$ cat config.mk
export PLATFORM = sky130hd
export DESIGN_NAME = wb_dest_ctrl
export DESIGN_NICKNAME = d
export VERILOG_FILES = /design/src/rtl/wb_dest_ctrl.sv
export SDC_FILE = /design/constraint.sdc
export NUM_CORES = 1
export LEC_CHECK = 0
export CORE_ASPECT_RATIO = 0.7
export CORE_UTILIZATION = 44
export DETAILED_ROUTE_END_ITERATION = 8
export PLACE_DENSITY_LB_ADDON = 0.1
export SETUP_SLACK_MARGIN = 0.02
export SLEW_MARGIN = 20
export SYNTH_ARGS = -nofsm -noshare
export SYNTH_HDL_FRONTEND = slang
export SYNTH_SLANG_ARGS = --single-unit
$ cat constraint.sdc
create_clock -name clk_i -period 8.6 [get_ports clk_i]
set_input_delay 1.72 -clock clk_i [delete_from_list [all_inputs] [get_ports clk_i]]
set_output_delay 1.72 -clock clk_i [all_outputs]
set_load 0.02 [all_outputs]
$ cat src/rtl/wb_dest_ctrl.sv
// Writeback-stage controller: computes Y86 destination registers (with cmov
// gating), holds the W pipeline register under stall/bubble control, drives
// the register-file write ports, halts on exception status and counts
// retired instructions. Every output comes straight from a flop.
module wb_dest_ctrl #(
    parameter int         DATA_W = 64,
    parameter int         CNT_W  = 32,
    parameter logic [3:0] RSP_ID = 4'h4,
    parameter logic [3:0] RNONE  = 4'hF
) (
    input  logic              clk_i,
    input  logic              rst_i,
    input  logic              valid_i,
    input  logic              stall_i,
    input  logic              bubble_i,
    input  logic [3:0]        icode_i,
    input  logic [3:0]        rA_i,
    input  logic [3:0]        rB_i,
    input  logic              Cnd_i,
    input  logic [DATA_W-1:0] valE_i,
    input  logic [DATA_W-1:0] valM_i,
    input  logic [2:0]        stat_i,
    output logic [3:0]        dstE_o,
    output logic [3:0]        dstM_o,
    output logic [DATA_W-1:0] valE_o,
    output logic [DATA_W-1:0] valM_o,
    output logic              wE_o,
    output logic              wM_o,
    output logic [2:0]        stat_o,
    output logic              halted_o,
    output logic [CNT_W-1:0]  retired_o
);

    localparam logic [2:0] STAT_AOK = 3'd1;

    typedef enum logic [0:0] {
        ST_RUN  = 1'b0,
        ST_HALT = 1'b1
    } state_t;

    state_t             state_r;
    state_t             state_nxt_s;

    logic [3:0]         dste_s;
    logic [3:0]         dstm_s;
    logic               we_s;
    logic               wm_s;
    logic               stat_ok_s;
    logic               load_s;
    logic               bubble_s;
    logic               retire_s;

    logic [3:0]         dste_r;
    logic [3:0]         dstm_r;
    logic [DATA_W-1:0]  vale_r;
    logic [DATA_W-1:0]  valm_r;
    logic               we_r;
    logic               wm_r;
    logic [2:0]         stat_r;
    logic               halted_r;
    logic [CNT_W-1:0]   retired_r;

    // Destination register selection from the instruction fields
    always_comb begin
        dste_s = RNONE;
        dstm_s = RNONE;
        case (icode_i)
            4'h2: begin
                // cmovXX only writes when the condition held
                if (Cnd_i) begin
                    dste_s = rB_i;
                end else begin
                    dste_s = RNONE;
                end
            end
            4'h3, 4'h6:               dste_s = rB_i;
            4'h8, 4'h9, 4'hA, 4'hB:   dste_s = RSP_ID;
            default:                  dste_s = RNONE;
        endcase
        case (icode_i)
            4'h5, 4'hB: dstm_s = rA_i;
            default:    dstm_s = RNONE;
        endcase
    end

    // Write enables: exceptions never write, and on popq %rsp the M port wins
    always_comb begin
        stat_ok_s = (stat_i == STAT_AOK);
        if ((dstm_s != RNONE) && stat_ok_s) begin
            wm_s = 1'b1;
        end else begin
            wm_s = 1'b0;
        end
        if ((dste_s != RNONE) && (dste_s != dstm_s) && stat_ok_s) begin
            we_s = 1'b1;
        end else begin
            we_s = 1'b0;
        end
    end

    // RUN/HALT next state plus W-register load and retire decisions
    always_comb begin
        state_nxt_s = state_r;
        load_s      = 1'b0;
        bubble_s    = 1'b0;
        retire_s    = 1'b0;
        case (state_r)
            ST_RUN: begin
                if (stall_i) begin
                    state_nxt_s = ST_RUN;
                end else if (bubble_i || !valid_i) begin
                    bubble_s = 1'b1;
                end else begin
                    load_s = 1'b1;
                    if (stat_ok_s) begin
                        retire_s = 1'b1;
                    end else begin
                        state_nxt_s = ST_HALT;
                    end
                end
            end
            ST_HALT: state_nxt_s = ST_HALT;
            default: state_nxt_s = ST_RUN;
        endcase
    end

    // FSM state register and its registered halted flag
    always_ff @(posedge clk_i or posedge rst_i) begin
        if (rst_i) begin
            state_r  <= ST_RUN;
            halted_r <= 1'b0;
        end else begin
            state_r  <= state_nxt_s;
            halted_r <= (state_nxt_s == ST_HALT);
        end
    end

    // W pipeline register: bubble or load; otherwise hold (stall or HALT)
    always_ff @(posedge clk_i or posedge rst_i) begin
        if (rst_i) begin
            dste_r <= RNONE;
            dstm_r <= RNONE;
            vale_r <= {DATA_W{1'b0}};
            valm_r <= {DATA_W{1'b0}};
            we_r   <= 1'b0;
            wm_r   <= 1'b0;
            stat_r <= STAT_AOK;
        end else if (bubble_s) begin
            dste_r <= RNONE;
            dstm_r <= RNONE;
            vale_r <= {DATA_W{1'b0}};
            valm_r <= {DATA_W{1'b0}};
            we_r   <= 1'b0;
            wm_r   <= 1'b0;
            stat_r <= STAT_AOK;
        end else if (load_s) begin
            dste_r <= dste_s;
            dstm_r <= dstm_s;
            vale_r <= valE_i;
            valm_r <= valM_i;
            we_r   <= we_s;
            wm_r   <= wm_s;
            stat_r <= stat_i;
        end
    end

    // Retired-instruction counter, wraps naturally at its width
    always_ff @(posedge clk_i or posedge rst_i) begin
        if (rst_i) begin
            retired_r <= {CNT_W{1'b0}};
        end else if (retire_s) begin
            retired_r <= retired_r + {{(CNT_W-1){1'b0}}, 1'b1};
        end
    end

    assign dstE_o    = dste_r;
    assign dstM_o    = dstm_r;
    assign valE_o    = vale_r;
    assign valM_o    = valm_r;
    assign wE_o      = we_r;
    assign wM_o      = wm_r;
    assign stat_o    = stat_r;
    assign halted_o  = halted_r;
    assign retired_o = retired_r;

endmodule

Yosys cells after proc, flatten, opt, wreduce, memory -nomap -nowiden
Cells that the tools add are included.
{"block": "op_classes", "add_sub_neg": 1, "eq_ne": 12, "n_mux": 33, "bitwise_logic": 1, "n_reduce_logical": 9}
{"cell": "two-way mux 64 bit", "n": 4}
{"cell": "adder 32 x 1 -> 32 bit (second input constant)", "n": 1}
{"cell": "two-way mux 4 bit", "n": 6}
{"cell": "two-way mux 1 bit", "n": 19}
{"cell": "equality test 4 bit (second input constant)", "n": 4}
{"cell": "case mux 4 bit (3 select lines)", "n": 1}
{"cell": "equality test 4 x 2 -> 1 bit (second input constant)", "n": 2}
{"cell": "equality test 4 x 3 -> 1 bit (second input constant)", "n": 2}
{"cell": "inequality test 4 bit (second input constant)", "n": 2}
{"cell": "two-way mux 3 bit", "n": 2}
{"cell": "inequality test 4 bit", "n": 1}
{"cell": "OR reduction 2 bit", "n": 2}
{"cell": "OR reduction 4 bit", "n": 1}
{"cell": "equality test 3 x 1 -> 1 bit (second input constant)", "n": 1}
{"cell": "logical AND 1 bit", "n": 3}
{"cell": "case mux 1 bit (2 select lines)", "n": 1}
{"cell": "nonzero test 2 bit", "n": 1}
{"cell": "zero test 1 bit", "n": 1}
{"cell": "logical OR 1 bit", "n": 1}
{"cell": "inverter 1 bit", "n": 1}
{"block": "word_totals", "ff_bits": 174, "inputBits": 149, "out_inout_bits": 174, "elab_cells": 65}

Depth between registers and ports, before layout
{"block": "depth", "depth_word": 9, "depth_mapped": 7, "depth_no_buf": 5}

Worst setup path before layout
No wires, ideal clock.
{"block": "synth_path", "kind": "input to register", "from": "input port bubble_i", "to": "register retired_r[26] (netlist: retired_o[26])", "setup_time_ns": 0.129, "t_arrival_ns": 3.535, "setup_slack_ns": 4.936, "cell_stages": 7, "cell_sequence": "or4b_1 -> buf_2 -> or4_1 -> buf_2 -> nor3_4 -> nand4_1 -> xnor2_1"}
{"block": "synth_via", "elab_chain_len": 4}
{"element": "start: declaration", "line": "15", "source": "input logic bubble_i,"}
{"element": "logical OR 1 bit", "line": "111", "source": "end else if (bubble_i || !valid_i) begin"}
{"element": "two-way mux 1 bit", "line": "111"}
{"element": "two-way mux 1 bit", "line": "109", "source": "if (stall_i) begin"}
{"element": "two-way mux 1 bit", "line": "107", "source": "case (state_r)"}
{"element": "end signal: assignment", "line": "170", "source": "retired_r <= {CNT_W{1'b0}};"}
{"element": "end signal: assignment", "line": "172", "source": "retired_r <= retired_r + {{(CNT_W-1){1'b0}}, 1'b1};"}
{"element": "end: declaration", "line": "61", "source": "logic [CNT_W-1:0] retired_r;"}
Every way passes these cells.
A chain may end at the register's enable or synchronous reset.

Worst setup path after layout
{"block": "layout_path", "from": "input port stall_i", "to": "register dstm_r[3] (netlist: dstM_o[3])"}
{"block": "layout_via", "elab_chain_len": 3}
{"element": "start: declaration", "line": "14", "source": "input logic stall_i,"}
{"element": "two-way mux 1 bit", "line": "109"}
{"element": "two-way mux 1 bit", "line": "107"}
{"element": "two-way mux 4 bit / nonzero test 2 bit (equally long branches)"}
{"element": "end signal: assignment", "line": "158", "source": "dstm_r <= dstm_s;"}
{"element": "end: declaration", "line": "54", "source": "logic [3:0] dstm_r;"}
Parallel ways exist; a longest one is shown, timed or not.

==> impl_results.md <==
* Result of the run: finished, final reports clean
* Antenna diode count at 0
* Global-route wire length before repair at approximately 30 mm
* Endpoints failing setup at 0
* Count of flip-flops with a built-in enable after synthesis at 0
* Clock Skew at between 10 and 15 ps
* Largest area contributor in the netlist: dfrtp_1
* Maximum number of pins on one net before global-route repair at ~110
* Cell Pwr Density at 231 nW/um^2
* Combinational share of power at 25.8%
* Max cap viols at 0
* Hold buffer count at cts at 0
* Fill cell count at a little over 1k
* Global Route Usage Sum at 25.2%
* Effective utilization at floorplan at approximately 45%
* Global routing usage on met2 at a little over two fifths
* Max-Slew Margin vs Limit at approximately 37%
* Number of failing hold endpoints at the final stage at 0
* Reported leakage power at between 4 and 5 nW
* Die boundary height at approximately 100 um
* Number of synthesis warnings at 0
* Mapped cell area at approximately 6600 um^2
* Share of layout cells above drive strength 1 at between 6 and 7%
* Top cells by area in the synthesized netlist: dfrtp_1 63%, a22o_1 17%, dfstp_2 3.6%
* Path category of the worst min-delay check: flip-flop to flip-flop
* Period Utilization, post-route at 46.6%
* Sequential group share of total power at 41.4%
* Final critical delay including setup and external delays at between 4000 and 5000 ps
* Number of input and output port buffers inserted at about 320
* # rows at 37
* Final setup TNS at 0 ps
* Top FF cell, synth: dfrtp_1
* Vias in the first global route at roughly 5.4k
* Initial antenna violation count at 0
* Max frequency at between 0.2 and 0.25 GHz
* Area inside the core boundary at roughly 15000 um^2
* Setup repair after global routing missed its margin: no
* Setup WS pre-CTS at 4160 ps
* 1st-iter DRT viols at just over 400
* GR met3 Demand/Resource at under 10%
* Peak-usage layer in the global routing report: met2
* Vias at about 5.3k
* Die outline width at between 100 and 150 um
* Unique masters post-synth at 45
* Critical path capture point type: flip-flop
* Global placement routability congestion at ~0.81
* Clock tree from TritonCTS: yes
* Share of the synthesized area in the top cell type at a little over three fifths
* Slew @ Worst Pin at roughly 950 ps
* Commonest cells in the synthesized netlist: 165 x dfrtp_1, 131 x a22o_1, 26 x clkbuf_1
* Antenna Nets Post-Route at 0
* Net switching power at 0.706 mW
* Layout overhead on the synthesized area at 60.7%
* Post-CTS Setup Inserts at 0
* Post-route DRC violation count at 0
* Die footprint at between 15000 and 20000 um^2
* Htree depth at 4
* CP required at 8930 ps
* GR met1 Demand/Resource at between 30% and 40%
* Internal power at 1.74 mW
* Number of nets in the finished design at 939
* Share of async-settable or async-resettable flops after synthesis at 100%
* Remaining Overflow, GRT at 0
* Kind of critical path: input port to flip-flop
* Number of I/O pins at around 320
* Synthesis-stage register bit count at 174
* Max rail drop VDD at around 0.16 mV
* Via-to-Cell Ratio at 5.35
* Leading cell type by number of instances after synthesis: dfrtp_1
* Post-Syn Area per Cell at 13.8 um^2
* Number of gates resized after CTS at 0
* Max Buffers Root-to-Sink at 2
* CTS root buffer: clkbuf_16
* Drt total wl at around 19 mm
* Worst endpoint data arrival time at roughly 4300 ps
* Clock power frac at 32.8%
* Post-synthesis instance total at between 400 and 500
* Net Count, Synth at 627
* Max Fanout on Critical Path at 71
* Final worst-path setup slack at 4590 ps
* Skew-Pair Late Insertion Delay at about 420 ps
* Worst setup SP type: input port
* Number of pins with negative max-slew slack in the final report at 0
* Detailed-route wire length per cell at between 15 and 20 um
* Detailed Routing Iterations Pass 1 at 4
* Number of buffers inserted during clock tree synthesis at 17
* Switching part of the total power at 28.9%
* Num Clock Sinks at 174
* Proportion of synthesized chip area in sequential cells at between 60% and 70%
* Dpl hpwl at ~13 mm
* Clock transition at path regs at 70 ps
## cells by family after synthesis
group                      share of synthesized area [%]
muxes                                              0.171
xor gates and xnor gates                            4.12
DFF                                                 66.2
and+or+nand+nor                                     6.87
AOI/OAI and AO/OA                                   20.3
adders and majority gates                          0.190
buffers and inverters                               2.14
## registers in the layout, indices dropped and copies added (netlist names)
register / flops
stat_o: 3
valM_o: 64
dstM_o: 4
wE_o: 1
retired_o: 32
halted_o: 1
wM_o: 1
dstE_o: 4
valE_o: 64
## worst paths after layout
check / cells past startpoint / start / slack [ps] / endpoint
max: 6 / stall_i / 4590 / dstM_o[3]
min: 1 / retired_o[31] / 480 / retired_o[31]
max reg2reg: 5 / halted_o / 5910 / dstM_o[3]
min reg2reg: 1 / retired_o[31] / 480 / retired_o[31]
max in group asynchronous: 3 / rst_i / 5280 / wE_o
min in group asynchronous: 2 / rst_i / 1870 / valE_o[45]
## placed cells by master, fill, tap and decap left out, types with 8 or more instances in the layout
| master | n |
|---|---|
| o22a_1 | 8 |
| xnor2_1 | 23 |
| dfrtp_1 | 165 |
| nand2_1 | 16 |
| nor2_1 | 10 |
| nand4_1 | 8 |
| clkdlybuf4s50_1 | 322 |
| xor2_1 | 8 |
| a22o_1 | 131 |
| nand3_1 | 14 |
| clkbuf_16 | 17 |
| dfstp_2 | 9 |
## final cells by class
type / instances / area, um^2 / area share (%)
clock buffers: 17 / 425 / 4.02
clock inverters: 15 / 190 / 1.80
inverters: 4 / 20.0 / 0.189
multi-input cells: 266 / 2100 / 19.8
flip-flops and latches: 174 / 4370 / 41.2
well taps: 195 / 244 / 2.30
repair buffers: 326 / 3250 / 30.7
## worst max-delay path: stages
cell             delay (ps)
clkdlybuf4s50_1         490
nor4b_2                 270
buf_4                   620
buf_4                   690
nand2_1                 260
o22a_1                  250
## through the flow
stage               utilization [%]  std cells  area [um^2]  hold WS, ps  power, mW
floorplan                         -        477         6590          532       1.29
global placement               68.0        965         9980          466       1.65
detailed placement             68.0        965         9980          482       1.66
CTS                            72.2        997        10600          493       2.46
global route                   72.2        997        10600          511       2.54
finish                         72.2        997        10600          483       2.44
## power groups by stage
| stage | registers (mW) | clock network [mW] | logic [mW] |
|---|---|---|---|
| 4_1_cts | 1.01 | 0.816 | 0.636 |
| 3_5_place_dp | 1.02 | 0 | 0.635 |
| 5_1_grt | 1.03 | 0.854 | 0.659 |
| 2_1_floorplan | 1.17 | 0 | 0.126 |
| 6_report | 1.01 | 0.802 | 0.630 |
| 3_3_place_gp | 1.02 | 0 | 0.627 |
## per-layer routing
metal	routed length [um]	part of all wire [%]
met4	269	1.4
met1	8090	42
met2	9580	50
met5	0	0
met3	1170	6.1
No activity file was read; power rests on OpenSTA's default activity.
